<file path="src/rtl/wt_l15_req_sched.sv">
// Round-robin scheduler merging I$ and D$ requests onto a single L1.5 request port,
// with per-requester outstanding-transaction credit tracking.
module wt_l15_req_sched #(
    parameter int unsigned PLEN   = 56,
    parameter int unsigned TID_W  = 2,
    parameter int unsigned MAX_TX = 4,
    localparam int unsigned CW    = $clog2(MAX_TX + 1)
) (
    input  logic              clk_i,
    input  logic              rst_i,
    input  logic              ic_req_valid_i,
    output logic              ic_req_ready_o,
    input  logic [PLEN-1:0]   ic_paddr_i,
    input  logic              ic_nc_i,
    input  logic [TID_W-1:0]  ic_tid_i,
    input  logic              dc_req_valid_i,
    output logic              dc_req_ready_o,
    input  logic [1:0]        dc_rtype_i,
    input  logic [2:0]        dc_size_i,
    input  logic [PLEN-1:0]   dc_paddr_i,
    input  logic [63:0]       dc_data_i,
    input  logic              dc_nc_i,
    input  logic [TID_W-1:0]  dc_tid_i,
    input  logic [3:0]        dc_amo_i,
    output logic              l15_val_o,
    input  logic              l15_ack_i,
    output logic [4:0]        l15_rqtype_o,
    output logic [2:0]        l15_size_o,
    output logic [39:0]       l15_address_o,
    output logic [63:0]       l15_data_o,
    output logic              l15_nc_o,
    output logic [TID_W-1:0]  l15_threadid_o,
    output logic [3:0]        l15_amo_op_o,
    input  logic              ic_done_i,
    input  logic              dc_done_i,
    output logic [CW-1:0]     ic_credit_o,
    output logic [CW-1:0]     dc_credit_o,
    output logic              err_o
);

    typedef enum logic {ST_IDLE, ST_HOLD} state_t;

    localparam logic [1:0] RT_STORE  = 2'd0;
    localparam logic [1:0] RT_LOAD   = 2'd1;
    localparam logic [1:0] RT_ATOMIC = 2'd2;

    state_t            r_state;
    state_t            w_state_nxt;
    logic              r_last_dc;
    logic [CW-1:0]     r_ic_cnt;
    logic [CW-1:0]     r_dc_cnt;
    logic              r_err;
    logic              r_val;
    logic [4:0]        r_rqtype;
    logic [2:0]        r_size;
    logic [39:0]       r_address;
    logic [63:0]       r_data;
    logic              r_nc;
    logic [TID_W-1:0]  r_tid;
    logic [3:0]        r_amo;

    logic              w_ic_elig;
    logic              w_dc_elig;
    logic              w_ic_gnt;
    logic              w_dc_gnt;
    logic [4:0]        w_dc_rqtype;
    logic [2:0]        w_dc_size;
    logic [63:0]       w_dc_data;
    logic [7:0]        w_byte;
    logic [15:0]       w_half;
    logic [31:0]       w_word;
    logic              w_unused;

    assign w_unused = ^{ic_paddr_i[PLEN-1:40], dc_paddr_i[PLEN-1:40]};

    function automatic logic [CW-1:0] cnt_next(input logic [CW-1:0] cnt,
                                               input logic gnt, input logic done);
        if (gnt && !done)
            return cnt + CW'(1);
        if (!gnt && done && (cnt != '0))
            return cnt - CW'(1);
        return cnt;
    endfunction

    // Next state and grant; a tie goes to whoever was not granted last
    always_comb begin
        w_state_nxt = r_state;
        w_ic_gnt    = 1'b0;
        w_dc_gnt    = 1'b0;
        w_ic_elig   = ic_req_valid_i && (r_ic_cnt < CW'(MAX_TX));
        w_dc_elig   = dc_req_valid_i && (r_dc_cnt < CW'(MAX_TX));
        case (r_state)
            ST_IDLE: begin
                if (!rst_i) begin
                    if (w_ic_elig && w_dc_elig) begin
                        w_dc_gnt = ~r_last_dc;
                        w_ic_gnt = r_last_dc;
                    end else begin
                        w_ic_gnt = w_ic_elig;
                        w_dc_gnt = w_dc_elig;
                    end
                end
                if (w_ic_gnt || w_dc_gnt)
                    w_state_nxt = ST_HOLD;
            end
            ST_HOLD: begin
                if (l15_ack_i)
                    w_state_nxt = ST_IDLE;
            end
            default: w_state_nxt = ST_IDLE;
        endcase
    end

    always_ff @(posedge clk_i) begin
        if (rst_i)
            r_state <= ST_IDLE;
        else
            r_state <= w_state_nxt;
    end

    assign ic_req_ready_o = w_ic_gnt;
    assign dc_req_ready_o = w_dc_gnt;

    // D$ payload: sub-doubleword stores/atomics replicate the addressed lane
    assign w_byte = dc_data_i[{dc_paddr_i[2:0], 3'b000} +: 8];
    assign w_half = dc_data_i[{dc_paddr_i[2:1], 4'b0000} +: 16];
    assign w_word = dc_data_i[{dc_paddr_i[2], 5'b00000} +: 32];

    always_comb begin
        w_dc_rqtype = 5'b00000;
        w_dc_size   = dc_size_i;
        w_dc_data   = dc_data_i;
        case (dc_rtype_i)
            RT_STORE:  w_dc_rqtype = 5'b00001;
            RT_LOAD:   w_dc_rqtype = 5'b00000;
            RT_ATOMIC: w_dc_rqtype = 5'b00110;
            default:   w_dc_rqtype = 5'b01001;
        endcase
        if ((dc_rtype_i == RT_LOAD) && !dc_nc_i)
            w_dc_size = 3'b111;
        if ((dc_rtype_i == RT_STORE) || (dc_rtype_i == RT_ATOMIC)) begin
            case (dc_size_i)
                3'd0:    w_dc_data = {8{w_byte}};
                3'd1:    w_dc_data = {4{w_half}};
                3'd2:    w_dc_data = {2{w_word}};
                default: w_dc_data = dc_data_i;
            endcase
        end
    end

    // L1.5 request registers, captured on grant and held until ack
    always_ff @(posedge clk_i) begin
        if (rst_i) begin
            r_val     <= 1'b0;
            r_rqtype  <= '0;
            r_size    <= '0;
            r_address <= '0;
            r_data    <= '0;
            r_nc      <= 1'b0;
            r_tid     <= '0;
            r_amo     <= '0;
        end else if (w_ic_gnt) begin
            r_val     <= 1'b1;
            r_rqtype  <= 5'b10000;
            r_size    <= ic_nc_i ? 3'b010 : 3'b111;
            r_address <= ic_paddr_i[39:0];
            r_data    <= '0;
            r_nc      <= ic_nc_i;
            r_tid     <= ic_tid_i;
            r_amo     <= '0;
        end else if (w_dc_gnt) begin
            r_val     <= 1'b1;
            r_rqtype  <= w_dc_rqtype;
            r_size    <= w_dc_size;
            r_address <= dc_paddr_i[39:0];
            r_data    <= w_dc_data;
            r_nc      <= dc_nc_i;
            r_tid     <= dc_tid_i;
            r_amo     <= dc_amo_i;
        end else if ((r_state == ST_HOLD) && l15_ack_i) begin
            r_val     <= 1'b0;
        end
    end

    // Credits, round-robin history and sticky underflow flag
    always_ff @(posedge clk_i) begin
        if (rst_i) begin
            r_ic_cnt  <= '0;
            r_dc_cnt  <= '0;
            r_err     <= 1'b0;
            r_last_dc <= 1'b0;
        end else begin
            r_ic_cnt <= cnt_next(r_ic_cnt, w_ic_gnt, ic_done_i);
            r_dc_cnt <= cnt_next(r_dc_cnt, w_dc_gnt, dc_done_i);
            if ((ic_done_i && (r_ic_cnt == '0)) || (dc_done_i && (r_dc_cnt == '0)))
                r_err <= 1'b1;
            if (w_ic_gnt)
                r_last_dc <= 1'b0;
            else if (w_dc_gnt)
                r_last_dc <= 1'b1;
        end
    end

    assign l15_val_o      = r_val;
    assign l15_rqtype_o   = r_rqtype;
    assign l15_size_o     = r_size;
    assign l15_address_o  = r_address;
    assign l15_data_o     = r_data;
    assign l15_nc_o       = r_nc;
    assign l15_threadid_o = r_tid;
    assign l15_amo_op_o   = r_amo;
    assign ic_credit_o    = r_ic_cnt;
    assign dc_credit_o    = r_dc_cnt;
    assign err_o          = r_err;

endmodule

</file>
<file path="config.mk">
export PLATFORM = sky130hd
export DESIGN_NAME = wt_l15_req_sched
export DESIGN_NICKNAME = d
export VERILOG_FILES = /design/src/rtl/wt_l15_req_sched.sv
export SDC_FILE = /design/constraint.sdc
export NUM_CORES = 1
export LEC_CHECK = 0
export BUFFER_PORTS_ARGS = -buffer_cell sky130_fd_sc_hd__buf_2
export CORE_ASPECT_RATIO = 1.4
export CORE_MARGIN = 10
export CORE_UTILIZATION = 24
export CTS_CLUSTER_DIAMETER = 50
export DETAILED_ROUTE_END_ITERATION = 7
export PLACE_DENSITY = 0.45
export SLEW_MARGIN = 0
export SYNTH_ARGS = -nofsm -noshare
export SYNTH_HDL_FRONTEND = slang
export SYNTH_SLANG_ARGS = --single-unit
</file>
<file path="constraint.sdc">
create_clock -name clk_i -period 2.7 [get_ports clk_i]
set_clock_uncertainty 0.1 [all_clocks]
set_input_delay 0.81 -clock clk_i [delete_from_list [all_inputs] [get_ports clk_i]]
set_output_delay 0.81 -clock clk_i [all_outputs]
set_load 0.005 [all_outputs]
</file>
==> flow_metrics.tcl, run 1 <==
set metrics [dict create \
    relative_slew_slack 0.4682 \
    postSynth.topFlopCell "dfxtp_1" \
    cp-startpoint "rst_i" \
    cap_viol_max_count 0 \
    ys.warnings.count 0 \
    ys_async_sr_fraction 0 \
    cts_max_path_buffers 2 \
    syn-cell-area_um2 6629 \
    detail_route.drc_violations 0 \
    pin_count_of_the_biggest_net_entering_global_routing 58 \
    grt_setup_unrepaired "true" \
    chipWidth_um 160.5 \
    timing.final.ws_setup_ns 0.005666 \
    area_delta_synth_final_pct 40.83 \
    p_sw_frac 0.3122 \
    cts_tree "yes" \
    final.fill_count 2925 \
    pre_cts_slack_ns -0.07875 \
    synth_seq_cells 128 \
    ant_nets 0 \
    route.detailed.vias_per_inst 4.859 \
    cp_slowest_cell "or4b_4" \
    internal-power_uw 4334 \
    synth_edf_count 0 \
    pwr-share-seq 0.363 \
    synth_top_cell_area_share 0.3866 \
    max_freq_ghz 0.3711 \
    maxSlewViolCount 0 \
    reg2reg_depth 8 \
    clk_transition_reported_paths_ns 0.06 \
    synthTopCellsByCount "dfxtp_1 (128), nand2_1 (107), nor2_1 (101), nor3_1 (87), o22ai_1 (75)" \
    setup.worst_path.start_class "primary input" \
    clock_sinks 128 \
    ys_top_cells_by_area "dfxtp_1 (39%), o22ai_1 (7.1%), nor3_1 (6.6%)" \
    final_min_period_over_clock_period 0.9979 \
    critical_path_peak_fanout 4 \
    globalplace.congestion 0.7969 \
    core.rowCount 71 \
    arrival_ns 1.78 \
    setup_viol 0 \
    hpwl_um 21040 \
    pwr-share-clk 0.367 \
    antenna_violations_before_repair 9 \
    yosys.cell_types.count 53 \
    combinationalPowerShare 0.270 \
    numPortBuffers 294 \
    peakVddDrop_mv 0.4076 \
    synth.yosys.seq_area_share 0.3866 \
    ctsRootBufferMaster "clkbuf_16" \
    finalNetCount 1297 \
    tritoncts.num_buffers 17 \
    h-tree-depth 4 \
    whs_path_depth 2 \
    critical_setup_path_kind "primary input to output port" \
    syn_nets 1002 \
    path_cells "buf_6 -> or4b_4 -> a21oi_4 -> buf_2" \
    design.core.area_um2 27090 \
    time_the_final_worst_path_needs_with_i_o_delays_and_setup_ns 2.694 \
    dr.pass1.iters 5 \
    net-switching-power_uw 1968 \
    leakagePower_uw 0.004201 \
    global_route_wire_length_before_repair_um 42940 \
    syn_area_per_cell_um2 8.359 \
    power.total_uw 6302 \
    grtUsageTotal 0.1548 \
    wl_per_cell_um 18.99 \
    via_count_of_the_first_global_routing_pass 7437 \
    hold_violations 0 \
    min-delay-path-class "flip-flop to flip-flop" \
    final.setup.tns_ns 0 \
    hold_crit_endpoint "l15_size_o[2]" \
    die_area_um2 34760 \
    synth_area_leader "dfxtp_1" \
    design.portCount 327 \
    drive_gt1_frac 0.3900 \
    tightestPinTransition_ns 0.7916 \
    clk_latency_ns 0.41 \
    detailedRoute.firstIterationViolations 303 \
    r2r-start "dc_credit_o[2]" \
    run_status "complete, no violations" \
    die_height_um 216.6 \
    r2r_slack_ns 0.31 \
    grt_overflow_total 0 \
    cp.required_ns 1.79 \
    cp-end-kind "output port" \
    cp_slowest_stage_delay_ns 0.53 \
    syn-instance-count 793 \
    r2r_end "l15_data_o[17]" \
    power_density_relative_to_cell_area_nw_per_um2 675.1 \
    yosys.cell_count.top_type "dfxtp_1" \
    vias 7124 \
    detail_route.wirelength_um 27840 \
    worstHoldStart "l15_size_o[2]" \
    initial_core_util 0.2447 \
]
==> per-stage QoR <==
stage / cells / utilization / cell area (um2) / hold slack [ns]
floorplan: 793 / - / 6633 / 0.3487
global placement: 1432 / 0.3222 / 8731 / 0.3406
detailed placement: 1432 / 0.3222 / 8731 / 0.3411
CTS: 1464 / 0.3442 / 9325 / 0.3525
global route: 1465 / 0.3444 / 9333 / 0.3745
finish: 1466 / 0.3445 / 9335 / 0.3444
==> timing repair <==
item	CTS	global route
gates cloned	0	0
pin swaps	1	1
hold buffers	0	0
buffers inserted	1	1
resized for setup	1	0
setup endpoints to repair	1	1
==> critical path, delay by kind of cell <==
family	cells	cell delay (ns)
AOI/OAI and AO/OA	1	0.19
buffers and inverters	2	0.24
and+or+nand+nor	1	0.53
==> cells in the final DEF, fill, tap and decap left out, drive strengths merged, types with 15 or more instances in the layout <==
| master | count |
|---|---|
| o22ai | 75 |
| mux2 | 30 |
| nand2 | 107 |
| nor2 | 101 |
| buf | 345 |
| mux2i | 43 |
| clkbuf | 20 |
| nor3 | 93 |
| a311oi | 43 |
| dfxtp | 128 |
| a22oi | 15 |
==> power groups by stage <==
stage / clock network [uW] / logic, uW / registers, uW
floorplan: 0 / 951 / 2330
global placement: 0 / 1720 / 2320
detailed placement: 0 / 1720 / 2320
CTS: 2410 / 1730 / 2290
global route: 2490 / 1900 / 2320
finish: 2310 / 1700 / 2290
==> layout make-up <==
| type | count | area [um2] | share of cell area |
|---|---|---|---|
| clock buffer | 20 | 466.7 | 0.04999 |
| antenna | 1 | 2.502 | 0.0002681 |
| sequential | 128 | 2562 | 0.2745 |
| clock inverter | 11 | 113.9 | 0.01220 |
| timing repair buffer | 345 | 1973 | 0.2114 |
| inverter | 12 | 45.04 | 0.004825 |
| tap | 365 | 456.7 | 0.04892 |
| multi-input combinational | 584 | 3715 | 0.3979 |
==> worst max path at each step <==
| stage | to |
|---|---|
| after floorplan | dc_req_ready_o |
| after global placement | l15_data_o[17] |
| after detailed placement | l15_data_o[17] |
| after CTS | dc_req_ready_o |
| after global routing | dc_req_ready_o |
| final | dc_req_ready_o |
==> per-layer routing <==
| metal | track usage | up-vias | part of all wire |
|---|---|---|---|
| met5 | 0 | - | 0.0036 |
| met1 | 0.1749 | 3348 | 0.42 |
| met3 | 0.06165 | 39 | 0.076 |
| met2 | 0.2613 | 238 | 0.49 |
| li1 | - | 3485 | - |
| met4 | 0.04785 | 14 | 0.016 |
==> sequential cells by signal, indices dropped and copies added (netlist names), 2 cells and up <==
signal          cells
l15_rqtype_o        4
l15_address_o      40
l15_size_o          3
dc_credit_o         3
ic_credit_o         3
l15_amo_op_o        4
l15_threadid_o      2
l15_data_o         64
==> logic make-up (layout without fill, tap and decap cells) <==
group / after synthesis / count (layout) / share of synthesized area
flip-flops: 128 / 128 / 0.3866
XOR/XNOR: 3 / 3 / 0.003964
AO/OA/AOI/OAI: 173 / 173 / 0.1916
other: 0 / 1 / 0
AND/OR/NAND/NOR: 324 / 324 / 0.2199
adder cells (fa/ha/maj): 11 / 11 / 0.02076
buffers and inverters: 81 / 388 / 0.06134
multiplexers: 73 / 73 / 0.1159
No activity file was read; power rests on OpenSTA's default activity.
==> run 2, diff against run 1 <==
--- a/config.mk
+++ b/config.mk
@@ -11,7 +11,7 @@
 export CORE_UTILIZATION = 24
 export CTS_CLUSTER_DIAMETER = 50
 export DETAILED_ROUTE_END_ITERATION = 7
-export PLACE_DENSITY = 0.45
+export PLACE_DENSITY = 0.43
 export SLEW_MARGIN = 0
 export SYNTH_ARGS = -nofsm -noshare
 export SYNTH_HDL_FRONTEND = slang
==> constraint.sdc (replaced) <==
create_clock -name clk_i -period 3.1 [get_ports clk_i]
set_clock_uncertainty 0.1 [all_clocks]
set_input_delay 0.93 -clock clk_i [delete_from_list [all_inputs] [get_ports clk_i]]
set_output_delay 0.93 -clock clk_i [all_outputs]
set_load 0.005 [all_outputs]
==> run 2 against run 1 <==
  * Sequential share of layout area increased by 0.51 points
  * Worst hold slack improved by 0.016 ns
  * Routed wire length decreased by 1.6%
  * Clock power decreased by 12%
  * Core utilization decreased by 0.63 points
  * Via count decreased by 1.6%
  * Die area unchanged
  * Flip-flop and latch count unchanged
  * Critical path type unchanged
  * Largest cell class unchanged
  * Largest power group unchanged
==> flow_metrics.tcl, run 2 (synthesis results as in run 1) <==
set metrics [dict create \
    use_met3 0.05539 \
    cts_max_path_buffers 2 \
    pre_cts_slack_ns 0.06873 \
    numPortBuffers 294 \
    finalNetCount 1275 \
    min-delay-path-class "flip-flop to flip-flop" \
    tritoncts.num_buffers 17 \
    relative_slew_slack 0.4629 \
    run_status "complete, no violations" \
    met1_usage 0.1810 \
    power_density_relative_to_cell_area_nw_per_um2 598.0 \
    clock_sinks 128 \
    initial_core_util 0.2447 \
    final.setup.tns_ns 0 \
    h-tree-depth 4 \
    grtUsageTotal 0.1550 \
    die_height_um 216.6 \
    ant_nets 0 \
    final_min_period_over_clock_period 0.9636 \
    design.core.area_um2 27090 \
    route.detailed.vias_per_inst 4.861 \
    chipWidth_um 160.5 \
    detail_route.wirelength_um 27390 \
    detailedRoute.firstIterationViolations 344 \
    dr.pass1.iters 4 \
    largest_register_ff_count 64 \
    cp-end-kind "output port" \
    grt_setup_unrepaired "false" \
    multi_input_area_um2 3715 \
    area_delta_synth_final_pct 38.24 \
    critical_setup_path_kind "primary input to output port" \
    antenna_violations_before_repair 2 \
    cts_repair_resize_count 0 \
    setup.worst_path.start_class "primary input" \
    die_area_um2 34760 \
    antennaDiodeCount 0 \
    cts_hold_repair.buffers 0 \
    cts.repair_timing.setup_buffer_count 0 \
    arrival_ns 1.96 \
    pin_count_of_the_biggest_net_entering_global_routing 65 \
    setup_viol 0 \
    peakVddDrop_mv 0.3514 \
    timing.final.ws_setup_ns 0.1129 \
    globalplace.congestion 0.7954 \
    drive_gt1_frac 0.3742 \
    global_route_wire_length_before_repair_um 43260 \
    final_cell_area_um2 9164 \
    design.portCount 327 \
    grt_overflow_total 0 \
    wl_per_cell_um 18.99 \
    global_route.peak_usage_layer "met2" \
    clk_transition_reported_paths_ns 0.06 \
    vias 7009 \
    final.fill_count 2908 \
    time_the_final_worst_path_needs_with_i_o_delays_and_setup_ns 2.987 \
    clk_latency_ns 0.42 \
    ctsRootBufferMaster "clkbuf_16" \
    layout_commonest_cell "buf_2" \
    cp.required_ns 2.07 \
    detail_route.drc_violations 0 \
    cap_viol_max_count 0 \
    tightestPinTransition_ns 0.7995 \
    max_freq_ghz 0.3348 \
    critical_path_peak_fanout 4 \
    cts_tree "yes" \
    area.sequential_um2 2562 \
    hpwl_um 20610 \
    grtUsageMet2 0.2571 \
    maxSlewViolCount 0 \
    via_count_of_the_first_global_routing_pass 7260 \
    final_cell_mix "buf_2 (294), dfxtp_1 (128), nand2_1 (107)" \
    hold_violations 0 \
    leakagePower_uw 0.004095 \
    core.rowCount 71 \
    placed_cell_area_um2 8581 \
]
[run 2: cell count changes in the layout (fill, tap and decap cells not counted)]
cell | previous run | this run
buf_4 | 42 | 20
clkinv_2 | 6 | 2
clkbuf_1 | 0 | 3
clkbuf_8 | 3 | 5
buf_2 | 293 | 294
buf_6 | 1 | 0
clkinv_4 | 1 | 0
clkinvlp_4 | 2 | 1
diode_2 | 1 | 0
[run 2: where the power goes]
| group | total [uW] | switching, uW | internal [uW] |
|---|---|---|---|
| clock | 2030 | 752 | 1280 |
| combinational | 1450 | 801 | 654 |
| sequential | 1990 | 132 | 1860 |
[run 2: final timing paths]
kind,to,cells after the start,start,slack [ns]
worst max-delay path,ic_req_ready_o,5,dc_req_valid_i,0.11
worst min-delay path,l15_rqtype_o[4],2,l15_rqtype_o[4],0.36
worst max register to register,l15_data_o[38],6,dc_credit_o[2],0.83
worst min register to register,l15_rqtype_o[4],2,l15_rqtype_o[4],0.36
[run 2: through the flow]
stage,utilization,hold slack [ns],std cells,power (uW)
after floorplan,-,0.3487,793,2859
after global placement,0.3167,0.3324,1412,3504
after detailed placement,0.3167,0.3489,1412,3511
after CTS,0.3382,0.3570,1442,5595
after global routing,0.3382,0.4157,1442,5840
final,0.3382,0.3608,1442,5480
[run 2: cell type report]
type,instances,area share
well taps,365,0.04984
inverters,12,0.004915
clock buffers,25,0.05516
clock inverters,5,0.008465
repair buffers,323,0.1966
flip-flops and latches,128,0.2796
multi-input cells,584,0.4054
[run 2: worst max-delay path, cell delays in order]
cell and delay (ns):
buf_2 0.11, or3b_2 0.50, nand3_2 0.13, clkinv_1 0.12
buf_2 0.15
[run 2: layer usage]
layer / part of all wire / vias to the layer above / wire (um)
met3: 0.072 / 36 / 1980
met1: 0.42 / 3252 / 11500
met4: 0.022 / 4 / 590
met2: 0.49 / 259 / 13290
met5: 0.0010 / - / 28
li1: - / 3458 / -
==> run 3, diff against run 2 <==
==> constraint.sdc (replaced) <==
create_clock -name clk_i -period 2.75 [get_ports clk_i]
set_clock_uncertainty 0.1 [all_clocks]
set_input_delay 0.825 -clock clk_i [delete_from_list [all_inputs] [get_ports clk_i]]
set_output_delay 0.825 -clock clk_i [all_outputs]
set_load 0.005 [all_outputs]
==> run 3 against run 2 <==
  * First-iteration DRC count is 14% lower
  * Register-to-register slack worse by 0.26 ns
  * Routed wire length is 3.5% higher
  * Worst setup slack worse by 0.052 ns
  * Via count is 0.74% higher
  * Critical path depth is 1 lower
==> flow_metrics.tcl, run 3 (synthesis results as in run 1) <==
set metrics [dict create \
    initial_core_util 0.2447 \
    cap_viol_max_count 0 \
    cp-end-kind "output port" \
    place.detailed.instances 1421 \
    wl_per_cell_um 19.50 \
    global_route_wire_length_before_repair_um 43390 \
    core.rowCount 71 \
    peakVddDrop_mv 0.4087 \
    hpwl_um 21010 \
    time_the_final_worst_path_needs_with_i_o_delays_and_setup_ns 2.689 \
    cts_hold_repair.buffers 0 \
    die_height_um 216.6 \
    area_delta_synth_final_pct 39.49 \
    pin_count_of_the_biggest_net_entering_global_routing 58 \
    cts_max_path_buffers 2 \
    chipWidth_um 160.5 \
    critical_setup_path_kind "primary input to output port" \
    cts.repair_timing.setup_buffer_count 0 \
    final.setup.tns_ns 0 \
    maxSlewViolCount 0 \
    setup.worst_path.start_class "primary input" \
    hold_violations 0 \
    drive_gt1_frac 0.3794 \
    dr.pass1.iters 6 \
    numPortBuffers 294 \
    clock_sinks 128 \
    globalplace.congestion 0.8011 \
    final_cell_count_without_fillers 1453 \
    largest_register_ff_count 64 \
    final_core_utilization 0.3413 \
    worstHoldStart "l15_size_o[2]" \
    cp_slowest_stage_delay_ns 0.55 \
    tritoncts.num_buffers 17 \
    route.detailed.vias_per_inst 4.860 \
    via_count_of_the_first_global_routing_pass 7395 \
    cp_slowest_cell "or4b_4" \
    grt_overflow_total 0 \
    detailedRoute.firstIterationViolations 295 \
    power.total_uw 6084 \
    cp-startpoint "rst_i" \
    setup_viol 0 \
    h-tree-depth 4 \
    cts_tree "yes" \
    design.core.area_um2 27090 \
    cpLargestDelayFamily "simple AND/OR/NAND/NOR gates" \
    final_min_period_over_clock_period 0.9777 \
    power_density_relative_to_cell_area_nw_per_um2 658.0 \
    grtUsageTotal 0.1581 \
    clk_transition_reported_paths_ns 0.05 \
    r2r-start "dc_credit_o[2]" \
    relative_slew_slack 0.5154 \
    finalNetCount 1284 \
    path_cells "buf_2 -> or4b_4 -> a21oi_4 -> buf_6" \
    min-delay-path-class "flip-flop to flip-flop" \
    detail_route.wirelength_um 28330 \
    layout_commonest_cell "buf_2" \
    critical_path_buf_inv_count 2 \
    leakagePower_uw 0.004141 \
    run_status "complete, no violations" \
    antenna_violations_before_repair 11 \
    cp.required_ns 1.83 \
    detail_route.drc_violations 0 \
    ctsRootBufferMaster "clkbuf_16" \
    ant_nets 0 \
    arrival_ns 1.76 \
    tightestPinTransition_ns 0.7214 \
    critical_path_peak_fanout 2 \
    grt_setup_unrepaired "false" \
    max_freq_ghz 0.3719 \
    final_cell_mix "buf_2 (293), dfxtp_1 (128), nand2_1 (107)" \
    design.portCount 327 \
    die_area_um2 34760 \
    clk_latency_ns 0.42 \
    vias 7061 \
]
## run 3: changes by cell type in the layout (fill, tap and decap cells not counted), moves of 2 or more
| cell | previous run | this run |
|---|---|---|
| buf_4 | 20 | 26 |
| buf_12 | 9 | 12 |
| clkinv_2 | 2 | 4 |
| diode_2 | 0 | 2 |
## run 3: what timing repair did
action	in CTS	in global routing
endpoints found under the hold margin	0	0
gates resized for setup	0	2
endpoints found under the setup margin	0	1
## run 3: layout make-up
class / instances / area, um2
timing repair buffer: 332 / 1913
clock inverter: 6 / 57.56
sequential: 128 / 2562
antenna: 2 / 5.005
fill: 2892 / 17850
multi-input combinational: 584 / 3715
inverter: 12 / 45.04
clock buffer: 24 / 491.7
tap: 365 / 456.7
## run 3: tightest hold or removal path: cells and delay by family (launching register included)
kind	cells	cell delay, ns
simple gates	1	0.04
compound gates	1	0.06
flops	1	0.32
## run 3: metal layers
layer | part of all wire | track usage | vias up | wire length [um]
li1 | - | - | 3465 | -
met1 | 0.42 | 0.1783 | 3280 | 11790
met2 | 0.48 | 0.2616 | 257 | 13590
met3 | 0.084 | 0.06278 | 43 | 2367
met4 | 0.017 | 0.06227 | 16 | 486
met5 | 0.0035 | 0 | - | 100
## run 3: power breakdown
part	switching, uW	internal [uW]
clock	847	1320
sequential	144	2100
combinational	914	759
## run 3: per-stage QoR
step | setup slack, ns | hold WS, ns | area [um2]
2_1_floorplan | 0.02076 | 0.3487 | 6633
3_3_place_gp | -0.02508 | 0.3418 | 8686
3_5_place_dp | -0.03907 | 0.3544 | 8686
4_1_cts | 0.03150 | 0.3620 | 9235
5_1_grt | 0.01048 | 0.3958 | 9246
6_report | 0.06142 | 0.3584 | 9246
## run 3: path summary, 6_finish.rpt
path,depth (start not counted),slack [ns],to
setup / recovery,4,0.06,dc_req_ready_o
hold / removal,2,0.36,l15_size_o[2]
setup reg to reg,6,0.57,l15_data_o[57]
hold reg to reg,2,0.36,l15_size_o[2]
